===== src/rtl/phase_sequencer_pkg.sv =====
// Shared constants and types for the five-phase instruction sequencer.
// Phase codes, state enum, opcode constants and instruction-class helpers.
package phase_sequencer_pkg;

    localparam logic [2:0] P1 = 3'b000;
    localparam logic [2:0] P2 = 3'b001;
    localparam logic [2:0] P3 = 3'b010;
    localparam logic [2:0] P4 = 3'b011;
    localparam logic [2:0] P5 = 3'b100;

    typedef enum logic [1:0] {
        IDLE = 2'b00,
        RUN  = 2'b01,
        HALT = 2'b10
    } state_t;

    localparam logic [1:0] OP1_LD  = 2'b00;
    localparam logic [1:0] OP1_ST  = 2'b01;
    localparam logic [1:0] OP1_ALU = 2'b11;
    localparam logic [3:0] OP3_HLT = 4'b1111;

    function automatic logic is_mem_op(input logic [1:0] op1);
        return (op1 == OP1_LD) || (op1 == OP1_ST);
    endfunction

    function automatic logic is_halt_op(input logic [1:0] op1, input logic [3:0] op3);
        return (op1 == OP1_ALU) && (op3 == OP3_HLT);
    endfunction

endpackage


===== src/rtl/phase_decode.sv =====
// Strobe generation for the sequencer: pure decode of registered state and
// phase together with the opcode fields held in the IR.
module phase_decode
    import phase_sequencer_pkg::*;
(
    input  state_t     state,
    input  logic [2:0] phase,
    input  logic [1:0] op1,
    input  logic [3:0] op3,
    input  logic       write_order,
    output logic       ir_we,
    output logic       mem_req,
    output logic       mem_we,
    output logic       reg_we,
    output logic       pc_we
);

    logic run;
    logic halt_op;

    assign run     = (state == RUN);
    assign halt_op = is_halt_op(op1, op3);

    assign ir_we   = run && (phase == P1);
    assign mem_req = run && (phase == P4) && is_mem_op(op1);
    assign mem_we  = mem_req && (op1 == OP1_ST);
    // A HLT retires without touching the register file or the PC.
    assign reg_we  = run && (phase == P5) && write_order && !halt_op;
    assign pc_we   = run && (phase == P5) && !halt_op;

endmodule


===== src/rtl/phase_sequencer.sv =====
// Five-phase instruction sequencer (IF, ID, EX, MEM, WB) with start/stop and HLT.
// Optional retired-instruction counter enabled by PHASE_SEQ_INSTR_COUNT_EN.
module phase_sequencer
    import phase_sequencer_pkg::*;
(
    input  logic        clock,
    input  logic        reset,
    input  logic        exec,
    input  logic [1:0]  op1,
    input  logic [3:0]  op3,
    input  logic        write_order,
    input  logic        mem_ready,
    output logic [2:0]  phase,
    output logic        running,
    output logic        halted,
    output logic        ir_we,
    output logic        mem_req,
    output logic        mem_we,
    output logic        reg_we,
    output logic        pc_we,
    output logic [15:0] instr_count
);

    state_t state;
    logic   stop_pending;
    logic   mem_op;
    logic   halt_op;

    assign mem_op  = is_mem_op(op1);
    assign halt_op = is_halt_op(op1, op3);

    // Memory handshake: mem_req stays high through every P4 cycle of a memory
    // instruction; the access completes on the first cycle mem_ready is also
    // high, and P5 follows on the next edge. mem_ready is ignored otherwise.
    always_ff @(posedge clock) begin
        if (reset) begin
            state        <= IDLE;
            phase        <= P1;
            stop_pending <= 1'b0;
        end else begin
            case (state)
                IDLE, HALT: begin
                    if (exec) begin
                        state <= RUN;
                        phase <= P1;
                    end
                end
                RUN: begin
                    case (phase)
                        P1, P2, P3: begin
                            phase <= phase + 3'd1;
                            if (exec) stop_pending <= 1'b1;
                        end
                        P4: begin
                            if (!mem_op || mem_ready) phase <= P5;
                            if (exec) stop_pending <= 1'b1;
                        end
                        P5: begin
                            phase <= P1;
                            if (halt_op) begin
                                state        <= HALT;
                                stop_pending <= 1'b0;
                            end else if (stop_pending || exec) begin
                                state        <= IDLE;
                                stop_pending <= 1'b0;
                            end
                        end
                        default: phase <= P1;
                    endcase
                end
                default: begin
                    state        <= IDLE;
                    phase        <= P1;
                    stop_pending <= 1'b0;
                end
            endcase
        end
    end

    assign running = (state == RUN);
    assign halted  = (state == HALT);

    phase_decode u_decode (
        .state       (state),
        .phase       (phase),
        .op1         (op1),
        .op3         (op3),
        .write_order (write_order),
        .ir_we       (ir_we),
        .mem_req     (mem_req),
        .mem_we      (mem_we),
        .reg_we      (reg_we),
        .pc_we       (pc_we)
    );

`ifdef PHASE_SEQ_INSTR_COUNT_EN
    logic [15:0] count_q;

    always_ff @(posedge clock) begin
        if (reset) begin
            count_q <= 16'h0000;
        end else if ((state == RUN) && (phase == P5)) begin
            count_q <= count_q + 16'd1;
        end
    end

    assign instr_count = count_q;
`else
    assign instr_count = 16'h0000;
`endif

endmodule


===== config.mk =====
export PLATFORM = sky130hd
export DESIGN_NAME = phase_sequencer
export DESIGN_NICKNAME = d
export VERILOG_FILES = /design/src/rtl/phase_sequencer_pkg.sv /design/src/rtl/phase_decode.sv /design/src/rtl/phase_sequencer.sv
export SDC_FILE = /design/constraint.sdc
export NUM_CORES = 1
export LEC_CHECK = 0
export BUFFER_PORTS_ARGS = -buffer_cell sky130_fd_sc_hd__buf_2
export CORE_MARGIN = 3
export CORE_UTILIZATION = 28
export CTS_CLUSTER_DIAMETER = 50
export DETAILED_ROUTE_END_ITERATION = 10
export SYNTH_ARGS = -nofsm -noshare
export SYNTH_HDL_FRONTEND = slang
export SYNTH_SLANG_ARGS = --single-unit

===== constraint.sdc =====
create_clock -name clock -period 2.3 [get_ports clock]
set_input_delay 0.46 -clock clock [delete_from_list [all_inputs] [get_ports clock]]
set_output_delay 0.46 -clock clock [all_outputs]
set_load 0.02 [all_outputs]

==> run_results.csv <==
group,metric,value,unit
floorplanning,start_util,31.6,%
route,wl_per_cell,10.3,microns
min_path,hold_start,"reset",
worst_setup_path,worstPathRequired,1840,ps
yosys,synth.distinct_cells,30,
route,viasPerCell,4.52,
worst_setup_path,crit_chain,"ha_1 -> ha_1 -> inv_1 -> nor3_1 -> and2_1 -> buf_2",
finish,drive_gt1_share,26.6,%
place,place.port_buffers,20,
floorplanning,dieArea,0.00266,sq mm
clock_tree,post_cts_resized,0,
finish,diodes,0,
worst_setup_path,crit_path_top_delay_cell,"dfxtp_1",
global_route,grt_use_total,9.69,%
global_route,grt_max_degree,8,
power_and_ir_drop,ir_drop,266,uV
sta,hold_viol,0,
sta,period_minus_slack,2070,ps
worst_setup_path,path_delay_family,"flip-flops",
place,globalplace.congestion,0.782,
floorplanning,placementRows,15,
place,dp.cells,116,
global_route,grt-ovfl-total,0,
clock_tree,path_clk_slew,40,ps
global_route,grt_pass1_wl,1970,microns
route,drc,0,
finish,fin_nets,112,
clock_tree,clkLatencyLatePin,240,ps
route,drt-total-wl,1220,microns
worst_setup_path,critPathLaunchType,"flop",
worst_setup_path,cp_max_fo,5,
flow_run,max_cap_viol_count,0,
sta,drv_slew,0,
yosys,synth.avg_cell_area,8.06,sq um
clock_tree,cts_buffer_depth,2,
finish,final_common_cell,"buf_2",
sta,fin_ws,235,ps
finish,area_delta_synth_final,15.5,%
worst_setup_path,worst_r2r_startpoint,"phase[2]",
clock_tree,cts_root_buffer,"clkbuf_4",
sta,setup_tns,0,ps
sta,finalCritPeriodShare,89.8,%
yosys,seq_area_frac_synth,20.7,%
clock_tree,htree_num_levels,1,
floorplanning,die_x,51.5,microns
min_path,hp-class,"input pin to flop",
clock_tree,clock_sinks,6,
worst_setup_path,criticalPathCategory,"flop to output port",
worst_setup_path,timing.rr.end,"phase[2]",
clock_tree,cts_tree,"built",
floorplanning,die_y,51.5,microns
sta,skew,1.94,ps
finish,fill_cells,207,
yosys,yosysTopAreaCellShare,20.7,%
worst_setup_path,endpoint_kind,"output port",
yosys,synth_top_cell_by_area,"dfxtp_1",
floorplanning,ioPinCount,37,
worst_setup_path,crit_path_max_incr_delay,390,ps
finish,utilization,36.5,%
min_path,min_to,"state[1]",
global_route,antenna_found_initial,0,
worst_setup_path,crit_arrival,1610,ps
sta,finalSetupViolCount,0,
floorplanning,core,0.00184,sq mm
power_and_ir_drop,p_leak,0.330,nW
power_and_ir_drop,power_density,429,mW/mm^2
worst_setup_path,rrSetupSlack,700,ps
clock_tree,numCtsBuffers,3,
place,place_hpwl,1020,microns
worst_setup_path,crit_top_cell,"ha_1",
sta,fmax,0.484,GHz
yosys,synth_seq_cells,6,
power_and_ir_drop,power,0.000288,W
worst_setup_path,path_buf_inv,2,
clock_tree,cts_hold_buf,0,
route,vias,538,
finish,final_cell_mix,"20 x buf_2, 16 x conb_1, 7 x inv_1",
route,drt_iter0_drc,8,
route,dr.pass1.iters,4,
status,status,"finished clean",
finish,fin_cells,119,
yosys,ys_warn_count,0,
route,antenna_left,0,
min_path,whs_path_depth,2,
global_route,grt_pass1_vias,490,
yosys,synth_area,581,sq um
clock_tree,cts_setup_buffers,0,
sta,rsz0062_at_grt,"no",
yosys,syn_inst,72,
worst_setup_path,worst_r2r_path_depth,5,
place,pre_cts_slack,472,ps
yosys,synth.area.top_cells,"dfxtp_1 21%, buf_4 21%, ha_1 11%, mux2i_1 5.2%, inv_1 4.5%",
## logic make-up after synthesis
group	after synthesis	synth area share, %
buffers and inverters	23	25.2
AND/OR/NAND/NOR	21	21.3
AO/OA/AOI/OAI	13	16.2
flip-flops	6	20.7
adder cells (fa/ha/maj)	5	10.8
multiplexers	3	5.17
other	1	0.646
## metal layers
metal  GRT usage [%]  routed length [microns]  vias up
met1            11.4                      528      247
met2            16.5                      583       22
met3            4.30                      111        0
met5               0                        0        -
met4            1.31                        0        0
li1                -                        -      269
## cells in the mapped netlist
library cell	count
buf_4	16
inv_1	7
dfxtp_1	6
ha_1	5
a21oi_1	4
nand2_1	4
mux2i_1	3
nand4_1	3
nor2_1	2
nor3_1	2
a2111oi_0	1
a211o_1	1
a221oi_1	1
a32o_1	1
and2_1	1
and2b_2	1
and3_1	1
conb_1	1
nand2b_1	1
nand2b_2	1
nor2b_1	1
nor3b_1	1
nor4_1	1
nor4b_1	1
o211ai_1	1
o21ai_0	1
o21bai_1	1
o2bb2ai_1	1
o31a_1	1
or4_1	1
## worst max path at each step
stage              from      to  slack, ps  cells after the start
3_3_place_gp   phase[0]  mem_we        560                      6
2_1_floorplan  phase[1]  mem_we         60                      5
5_1_grt        phase[0]  mem_we         90                      6
3_5_place_dp   phase[0]  mem_we        470                      6
4_1_cts        phase[0]  mem_we        210                      6
6_report       phase[0]  mem_we        230                      6
## worst reg2reg max path, stage by stage (launching register included)
cell,delay (ps)
dfxtp_1,430
inv_1,130
ha_1,250
nor4_1,370
a21oi_1,80
a32o_1,230
## where the power goes
part / leakage (nW) / switching [W] / internal, W
registers: 0.0490 / 0.00000534 / 0.000109
logic: 0.267 / 0.0000545 / 0.0000230
clock network: 0.0138 / 0.0000372 / 0.0000590
## cell type report
| class | count | area [sq um] | area share (%) |
|---|---|---|---|
| Timing Repair Buffer | 20 | 100 | 14.9 |
| Clock buffer | 3 | 22.5 | 3.36 |
| Sequential cell | 6 | 120 | 17.9 |
| Tap cell | 25 | 31.3 | 4.66 |
| Inverter | 7 | 26.3 | 3.92 |
| Multi-Input combinational cell | 58 | 370 | 55.2 |
## state kept, by name, summed over array words and instances (netlist names)
| signal | flops |
|---|---|
| phase | 3 |
| state | 2 |
| stop_pending | 1 |
## per-stage QoR
stage,hold WS [ps],area (sq um)
after floorplan,439,637
after global placement,463,648
after detailed placement,458,648
after CTS,431,671
after global routing,443,671
final,437,671
(Power assumes the default switching activity.)
